`src/rtl/spi_ram_master.sv`:
```
// Purpose: SPI master that runs a two-frame write or read transaction against an external serial RAM.
// Latency: 22 + GAP_CYCLES cycles from accepted start to done (+ MISO_DELAY on reads).
// Backpressure: start is taken only in IDLE or FIN; a start while busy is dropped, never queued.
module spi_ram_master #(
    parameter int GAP_CYCLES = 1,
    parameter int MISO_DELAY = 0
) (
    input  logic       clk,
    input  logic       rst_n,
    input  logic       start,
    input  logic       op,
    input  logic [7:0] addr,
    input  logic [7:0] wdata,
    output logic [7:0] rdata,
    output logic       busy,
    output logic       done,
    output logic       MOSI,
    input  logic       MISO,
    output logic       SS_n
);

    typedef enum logic [2:0] {IDLE, SEL, CMD1, CMD0, WAIT, SHIFT, GAP, FIN} state_t;

    state_t     state, state_nxt;
    logic       op_q;
    logic       frame_b;
    logic [7:0] addr_q;
    logic [7:0] wdata_q;
    logic [7:0] shreg;
    logic [2:0] bit_cnt;
    logic [3:0] cnt;
    logic       mosi_nxt;
    logic       ss_n_nxt;
    logic       accept;
    logic       rd_capture;

    assign accept     = start && ((state == IDLE) || (state == FIN));
    assign rd_capture = frame_b && !op_q;
    assign busy       = (state != IDLE) && (state != FIN);
    assign done       = (state == FIN);

    // Command bits: CMD[1] = ~op, CMD[0] = frame B.
    always_comb begin
        state_nxt = state;
        mosi_nxt  = 1'b0;
        ss_n_nxt  = 1'b0;
        case (state)
            IDLE, FIN: begin
                ss_n_nxt  = 1'b1;
                state_nxt = start ? SEL : IDLE;
            end
            SEL: begin
                mosi_nxt  = op_q;
                state_nxt = CMD1;
            end
            CMD1: begin
                mosi_nxt  = ~op_q;
                state_nxt = CMD0;
            end
            CMD0: begin
                mosi_nxt  = frame_b;
                state_nxt = (rd_capture && (MISO_DELAY > 0)) ? WAIT : SHIFT;
            end
            WAIT: begin
                if (int'(cnt) == MISO_DELAY - 1) state_nxt = SHIFT;
            end
            SHIFT: begin
                if (!frame_b)  mosi_nxt = addr_q[~bit_cnt];
                else if (op_q) mosi_nxt = wdata_q[~bit_cnt];
                if (bit_cnt == 3'd7) state_nxt = frame_b ? FIN : GAP;
            end
            GAP: begin
                ss_n_nxt = 1'b1;
                if (int'(cnt) == GAP_CYCLES - 1) state_nxt = SEL;
            end
            default: begin
                ss_n_nxt  = 1'b1;
                state_nxt = IDLE;
            end
        endcase
    end

    always_ff @(posedge clk or negedge rst_n) begin
        if (!rst_n) begin
            state   <= IDLE;
            op_q    <= 1'b0;
            addr_q  <= 8'h00;
            wdata_q <= 8'h00;
            frame_b <= 1'b0;
            bit_cnt <= 3'd0;
            cnt     <= 4'd0;
            rdata   <= 8'h00;
        end else begin
            state <= state_nxt;
            if (accept) begin
                op_q    <= op;
                addr_q  <= addr;
                wdata_q <= wdata;
                frame_b <= 1'b0;
            end else if (state == GAP) begin
                frame_b <= 1'b1;
            end
            bit_cnt <= (state == SHIFT) ? bit_cnt + 3'd1 : 3'd0;
            cnt     <= ((state == WAIT || state == GAP) && state_nxt == state) ? cnt + 4'd1 : 4'd0;
            // The last MISO bit lands on the falling edge before this rising edge.
            if (state == SHIFT && bit_cnt == 3'd7 && rd_capture) rdata <= shreg;
        end
    end

    // Pins launch half a period after the FSM so the slave sees stable data on the rising edge.
    always_ff @(negedge clk or negedge rst_n) begin
        if (!rst_n) begin
            SS_n  <= 1'b1;
            MOSI  <= 1'b0;
            shreg <= 8'h00;
        end else begin
            SS_n <= ss_n_nxt;
            MOSI <= mosi_nxt;
            if (state == SHIFT && rd_capture) shreg <= {shreg[6:0], MISO};
        end
    end

endmodule

```
`config.mk`:
```
export PLATFORM = sky130hd
export DESIGN_NAME = spi_ram_master
export DESIGN_NICKNAME = d
export VERILOG_FILES = /design/src/rtl/spi_ram_master.sv
export SDC_FILE = /design/constraint.sdc
export NUM_CORES = 1
export LEC_CHECK = 0
export CAP_MARGIN = 30
export CORE_MARGIN = 2
export CORE_UTILIZATION = 50
export CTS_CLUSTER_DIAMETER = 40
export DETAILED_ROUTE_END_ITERATION = 8
export HOLD_SLACK_MARGIN = 0.03
export PLACE_DENSITY = 0.75
export RECOVER_POWER = 50
export SETUP_SLACK_MARGIN = 0.1
export SLEW_MARGIN = 20
export SYNTH_ARGS = -nofsm -noshare
export SYNTH_HDL_FRONTEND = slang
export SYNTH_SLANG_ARGS = --single-unit
```
`constraint.sdc`:
```
create_clock -name clk -period 3.1 [get_ports clk]
set_clock_uncertainty 0.2 [all_clocks]
set_input_delay 0.465 -clock clk [delete_from_list [all_inputs] [get_ports clk]]
set_output_delay 0.465 -clock clk [all_outputs]
set_load 0.02 [all_outputs]
```
Yosys cells after proc, flatten, opt, wreduce, memory -nomap -nowiden
Cells that the tools add are included.
{ "word_totals": {"ff_bits": 46, "out_inout_bits": 12, "wordCells": 59} }
{ "classes": {"addsub": 2, "magnitude_cmp": 1, "eq_ne": 10, "muxes": 17, "n_bitwise": 2, "reduce_logical": 16} }
{ "ops": {"columns": ["op", "count"], "rows": [
  ["3-bit case mux with 7 select lines", 1],
  ["3-bit equality test, second input constant", 5],
  ["1-bit 2-to-1 mux", 9],
  ["3-bit 2-to-1 mux", 3],
  ["1-bit logical AND", 7],
  ["1-bit binary-select mux with 3-bit select", 2],
  ["3-bit by 2-bit equality test with 1-bit output, second input constant", 2],
  ["4-bit by 1-bit adder with 4-bit output, second input constant", 1],
  ["4-bit zero test", 1],
  ["3-bit by 4-bit < comparator with 1-bit output, second input constant", 1],
  ["4-bit 2-to-1 mux", 1],
  ["1-bit case mux with 4 select lines", 1],
  ["3-bit by 1-bit adder with 3-bit output, second input constant", 1],
  ["3-bit by 1-bit equality test with 1-bit output, second input constant", 1],
  ["3-bit equality test", 1],
  ["3-bit zero test", 1],
  ["3-bit inequality test, second input constant", 1],
  ["3-bit inverter", 1],
  ["3-bit nonzero test", 1],
  ["3-bit OR reduction", 1],
  ["1-bit logical OR", 2],
  ["2-bit nonzero test", 1],
  ["2-bit OR reduction", 1],
  ["1-bit zero test", 1],
  ["1-bit inverter", 1]
]} }

Longest topological paths before layout
Gate-level depths: netlist (run 1).
{ "logic_depth": {"depth_word": 6, "ltp_mapped": 6, "ltp_nobuf": 6} }

==> results of run 1 <==
cell families after synthesis:
logic type | count (synthesis)
AND/OR/NAND/NOR | 30
multiplexers | 41
AO/OA/AOI/OAI | 18
buffers and inverters | 13
XOR/XNOR | 3
adder cells (fa/ha/maj) | 4
flip-flops | 46
report_power, final:
group | switching (uW) | internal, uW | leakage, uW | total [uW]
registers | 123 | 789 | 0.000592 | 912
clock network | 205 | 242 | 0.0000600 | 447
logic | 355 | 415 | 0.000589 | 770
sequential cells by signal, indices dropped and copies added, names as in the netlist:
signal,cells
rdata,8
op_q,1
addr_q,8
bit_cnt,3
state,3
MOSI,1
cnt,4
wdata_q,8
SS_n,1
frame_b,1
shreg,8
per-layer routing:
metal / part of all wire (%) / GRT usage [%] / up-vias
met2: 53 / 32.2 / 29
li1: - / - / 646
met3: 3.8 / 4.93 / 4
met4: 1.2 / 6.75 / 0
met1: 42 / 22.9 / 687
met5: 0 / 0 / -
cells in the mapped netlist:
library cell / number / area (um2)
a211o_1: 1 / 8.76
ha_1: 4 / 50.1
o31ai_1: 1 / 7.51
buf_4: 1 / 7.51
nor2b_1: 1 / 6.26
o21ai_0: 4 / 20.0
dfrtp_1: 36 / 901
nor3_4: 1 / 16.3
mux2_2: 26 / 293
nor2_1: 9 / 33.8
xor2_1: 1 / 8.76
a21oi_1: 3 / 15.0
nor3b_1: 2 / 15.0
a21o_1: 1 / 7.51
a2bb2oi_1: 1 / 8.76
buf_2: 1 / 5.00
o221ai_1: 1 / 8.76
clkbuf_1: 4 / 15.0
mux4_2: 1 / 22.5
o22ai_1: 1 / 6.26
nand2_4: 1 / 11.3
dfrtn_1: 9 / 225
a22o_1: 1 / 8.76
a31oi_1: 1 / 6.26
inv_1: 6 / 22.5
and3_1: 1 / 6.26
nand3b_4: 1 / 20.0
mux2_1: 8 / 90.1
mux2i_1: 6 / 60.1
xnor2_1: 2 / 17.5
o32ai_1: 1 / 8.76
nor3_2: 1 / 10.0
dfstp_2: 1 / 26.3
o21ai_4: 1 / 16.3
nand2_1: 7 / 26.3
and2_1: 2 / 12.5
nand3_1: 3 / 15.0
o41ai_1: 1 / 8.76
buf_6: 1 / 11.3
nand4b_1: 1 / 8.76
cell type report:
class	instances	area [um2]	area share (%)
Sequential cell	46	1150	42.8
Tap cell	50	62.6	2.32
Multi-Input combinational cell	96	885	32.8
Inverter	5	18.8	0.697
Clock buffer	5	68.8	2.55
Timing Repair Buffer	50	459	17.0
Clock inverter	4	47.5	1.76
stage by stage:
| step | area, um2 | power, uW |
|---|---|---|
| CTS | 2680 | 2140 |
| global placement | 2540 | 1630 |
| global route | 2690 | 2260 |
| floorplan | 2080 | 1420 |
| detailed placement | 2540 | 1680 |
| finish | 2690 | 2130 |
repair_timing:
| action | CTS | global route |
|---|---|---|
| hold buffers | 1 | 0 |
| hold endpoints to repair | 2 | 0 |
| gates resized for setup | 13 | 7 |
| pin swaps | 1 | 0 |
| buffers inserted | 1 | 0 |
| endpoints found under the setup margin | 11 | 11 |
worst max-delay path by stage:
| stage | startpoint | to | slack, ps | cells past startpoint |
|---|---|---|---|---|
| 5_1_grt | bit_cnt[1] | MOSI | -130 | 4 |
| 6_report | SS_n | SS_n | -90 | 1 |
| 4_1_cts | SS_n | SS_n | -100 | 1 |
| 2_1_floorplan | bit_cnt[1] | MOSI | -120 | 5 |
| 3_3_place_gp | SS_n | SS_n | -200 | 1 |
| 3_5_place_dp | SS_n | SS_n | -200 | 1 |
==> out/metrics.yaml, run 1 <==
worst_setup_path:
  reg2reg_from: "bit_cnt[1]"
  critPathBufInv: 1
  r2r_end: "MOSI"
  cp_cell_sequence: "buf_6"
  path_class: "register to output port"
  cp_slowest_cell: "dfstp_2"
  cp-start-kind: "register"
  r2r_slack_ps: -70
  crit_required_ps: 2430
  worstPathMaxFanout: 1
  critPathTopFamily: "flip-flops"
  crit_path_max_incr_delay_ps: 520
  crit_path_end_kind: "output port"
  arrival_ps: 2530
  r2r_cells: 4
logic_synthesis:
  synthesis.nets: 180
  synth-warning-count: 0
  synth_mux_area_share_pct: 22.5
  synth.avg_cell_area_um2: 13.3
  synth_xor_area_share_pct: 1.27
  synth_top_family_by_area: "multiplexers"
  synthSimpleGateAreaFrac_pct: 8.77
  netlist_area_um2: 2070
  ys_types: 40
  synth_fa_ha_area_share_pct: 2.42
  synth_seq_area_share_pct: 55.7
  synth_cells: 155
  synth_seq_cells: 46
  synth_compound_area_share_pct: 6.35
finish:
  final_nets: 230
  drive_gt1_share_pct: 27.7
  antenna_cells: 0
  layout_common_cells: "dfrtp_1, clkdlybuf4s50_1, mux2_2"
  layout.cells.non_filler: 256
  fillers: 305
  final_core_util_pct: 67.3
  area_growth_pct: 30.2
  layout_commonest_cell: "dfrtp_1"
min_path:
  hold_class: "register to register"
  holdCritStartpoint: "shreg[7]"
  min_path_cells: 1
  worstHoldEndpoint: "shreg[7]"
detailed_routing:
  drt_first_pass_iters: 4
  drc: 0
  wl_per_cell_um: 15.6
  ant_nets: 0
  vias: 1366
  via_per_inst: 5.34
  drt_iter0_markers: 57
  drt_wl_total_um: 3980
sta:
  maxSlewViolCount: 0
  tns_ps: -165
  rsz0062_at_grt: "true"
  finalSetupViolations: 2
  hold_violations: 0
  max_slew_margin_pct: 25.8
  setup_ws_ps: -91.0
  tightest_slew_ps: 1110
  hold_ws_ps: 276
floorplan:
  die_y_um: 68.3
  die_area_um2: 4670
  die_w_um: 68.3
  row_count: 23
  core_area_um2: 4000
  initial_utilization_pct: 51.7
  ioPinCount: 33
clock_network:
  cts.sinks: 46
  insertion_delay_ps: 300
  cts.clk_slew.worst_paths_ps: 50
  h-tree-depth: 2
  cts_tree: "done"
  clockRootBuffer: "clkbuf_8"
  clockBufferDepth: 2
  cts_made_buffers: 5
grt:
  grt_max_degree: 22
  first_global_vias: 1406
  grt_overflow: 0
  antenna_found_initial: 0
  grt_first_pass_wirelength_um: 6340
  grt_usage_pct: 18.8
place:
  port_buffers: 32
  dp_slack_ps: -201
  hpwlAfterDp_um: 2970
  gp_congestion: 0.857
  dpl.cell_count: 246
run:
  max-cap-violations: 0
power_and_ir_drop:
  ir_drop_mv: 0.513
  pwr_density_cell_nw_per_um2: 790
  p_leak_uw: 0.00124
status:
  status: "finished with violations"
  failed_checks: "setup timing"
Note: power is estimated with default switching activity, not from simulation.
==> run 2, diff against run 1 <==
--- a/config.mk
+++ b/config.mk
@@ -14,6 +14,7 @@
 export PLACE_DENSITY = 0.75
 export RECOVER_POWER = 50
 export SETUP_SLACK_MARGIN = 0.1
+export SKIP_LAST_GASP = 1
 export SLEW_MARGIN = 20
 export SYNTH_ARGS = -nofsm -noshare
 export SYNTH_HDL_FRONTEND = slang
==> run 2 against run 1 <==
- the run still ends with setup timing left
- global-route usage did not move
- register-to-register slack barely moved
- worst setup slack improved by 1.8 ps
- worst hold slack got worse by 6.8 ps
- critical endpoint unchanged
==> out/metrics.yaml, run 2 (synthesis gave the netlist of run 1 again) <==
finish:
  layout.cells.non_filler: 256
  final_core_util_pct: 66.6
  register_area_um2: 1150
  antenna_cells: 0
  final_nets: 230
  multi_input_area_um2: 858
  fillers: 311
  layout_commonest_cell: "dfrtp_1"
  drive_gt1_share_pct: 27.7
  area_growth_pct: 28.8
  layout_common_cells: "dfrtp_1, clkdlybuf4s50_1, mux2_2"
place:
  dpl.cell_count: 246
  port_buffers: 32
  gp_congestion: 0.857
  hpwlAfterDp_um: 2970
sta:
  setup_ws_ps: -89.2
  finalSetupViolations: 2
  max_slew_margin_pct: 26.5
  tightest_slew_ps: 1100
  hold_violations: 0
  maxSlewViolCount: 0
  rsz0062_at_grt: "true"
clock_network:
  insertion_delay_ps: 300
  cts_tree: "done"
  clockRootBuffer: "clkbuf_8"
  cts.clk_slew.worst_paths_ps: 50
  clockBufferDepth: 2
  cts.sinks: 46
  h-tree-depth: 2
  cts_made_buffers: 5
floorplan:
  initial_utilization_pct: 51.7
  row_count: 23
  die_area_um2: 4670
  core_area_um2: 4000
  ioPinCount: 33
  die_y_um: 68.3
  die_w_um: 68.3
power_and_ir_drop:
  power.switching_uw: 676
  p_sw_share_pct: 32.0
  combinationalPowerShare_pct: 35.8
  p_seq_share_pct: 43.1
  p_clk_share_pct: 21.1
  power.internal_uw: 1440
  p_leak_uw: 0.00123
  pwr_density_cell_nw_per_um2: 793
  ir_drop_mv: 0.475
detailed_routing:
  drc: 0
  drt_wl_total_um: 3850
  ant_nets: 0
  vias: 1366
  drt_iter0_markers: 56
  wl_per_cell_um: 15.1
  drt_first_pass_iters: 4
  via_per_inst: 5.34
worst_setup_path:
  worstPathMaxFanout: 1
  crit_end: "SS_n"
  arrival_ps: 2520
  crit_path_max_incr_delay_ps: 520
  cp-start-kind: "register"
  r2r_slack_ps: -60
  cp_cell_sequence: "buf_6"
  critPathTopFamily: "flip-flops"
  r2r_end: "MOSI"
  cp_slowest_cell: "dfstp_2"
  critPathBufInv: 1
  reg2reg_from: "bit_cnt[1]"
  crit_cells: 1
  crit_path_end_kind: "output port"
  critPathLaunch: "SS_n"
  r2r_cells: 5
  path_class: "register to output port"
  crit_required_ps: 2430
run:
  max-cap-violations: 0
status:
  status: "finished with violations"
  failed_checks: "setup timing"
min_path:
  hold_class: "register to register"
grt:
  antenna_found_initial: 0
  grt_overflow: 0
  first_global_vias: 1406
  grt_first_pass_wirelength_um: 6340
  grt_max_degree: 22
  grt_usage_pct: 18.8
run 2: cell counts in the layout (fill, tap and decap cells not counted):
No cell type changed its count.
run 2: final cells by class:
type / count / area share (%)
tap: 50 / 2.35
clock buffer: 5 / 2.58
timing repair buffer: 50 / 17.1
sequential: 46 / 43.3
inverter: 5 / 0.705
multi-input combinational: 96 / 32.2
clock inverter: 4 / 1.78
run 2: power groups by stage:
stage / Combinational [uW] / Sequential (uW) / Clock, uW
2_1_floorplan: 512 / 899 / 4.04
3_5_place_dp: 758 / 919 / 4.04
5_1_grt: 836 / 931 / 481
6_report: 757 / 911 / 446
3_3_place_gp: 726 / 903 / 4.04
4_1_cts: 766 / 912 / 456
run 2: how the worst min path moves through the flow:
stage | start | end | slack (ps) | depth (start not counted)
final | shreg[7] | shreg[7] | 270 | 1
after global routing | shreg[7] | shreg[7] | 290 | 1
after CTS | shreg[7] | shreg[7] | 280 | 1
after detailed placement | rst_n | rdata[7] | 200 | 1
after global placement | rst_n | rdata[7] | 190 | 1
after floorplan | rst_n | addr_q[0] | -30 | 0
run 2: metrics by stage:
stage               setup slack (ps)  total power, uW  cell area [um2]  hold WS, ps  TNS, ps
global route                    -137             2250             2660          293     -553
floorplan                       -118             1420             2080        -30.6     -973
finish                         -89.2             2110             2660          269     -147
detailed placement              -201             1680             2540          198     -366
global placement                -198             1630             2540          186     -346
CTS                            -99.6             2130             2680          277     -167
run 2: layer usage:
layer	part of all wire, %	global-route usage, %	up-vias
met3	4.1	4.93	4
li1	-	-	646
met4	1.1	6.75	0
met2	53	32.2	30
met5	0	0	-
met1	42	22.9	686
run 2: worst register-to-register path: stages (launching register included):
cell,delay [ps]
dfrtp_1,390
buf_4,170
mux2i_1,190
o32ai_1,100
o41ai_1,270
o22ai_1,130
run 2: repair_timing:
action	in CTS	in global routing
cloned	0	0
hold endpoints to repair	2	0
resized for setup	12	0
hold buffers	1	0
setup buffers	1	0
pin swaps	1	0
setup endpoints to repair	11	11
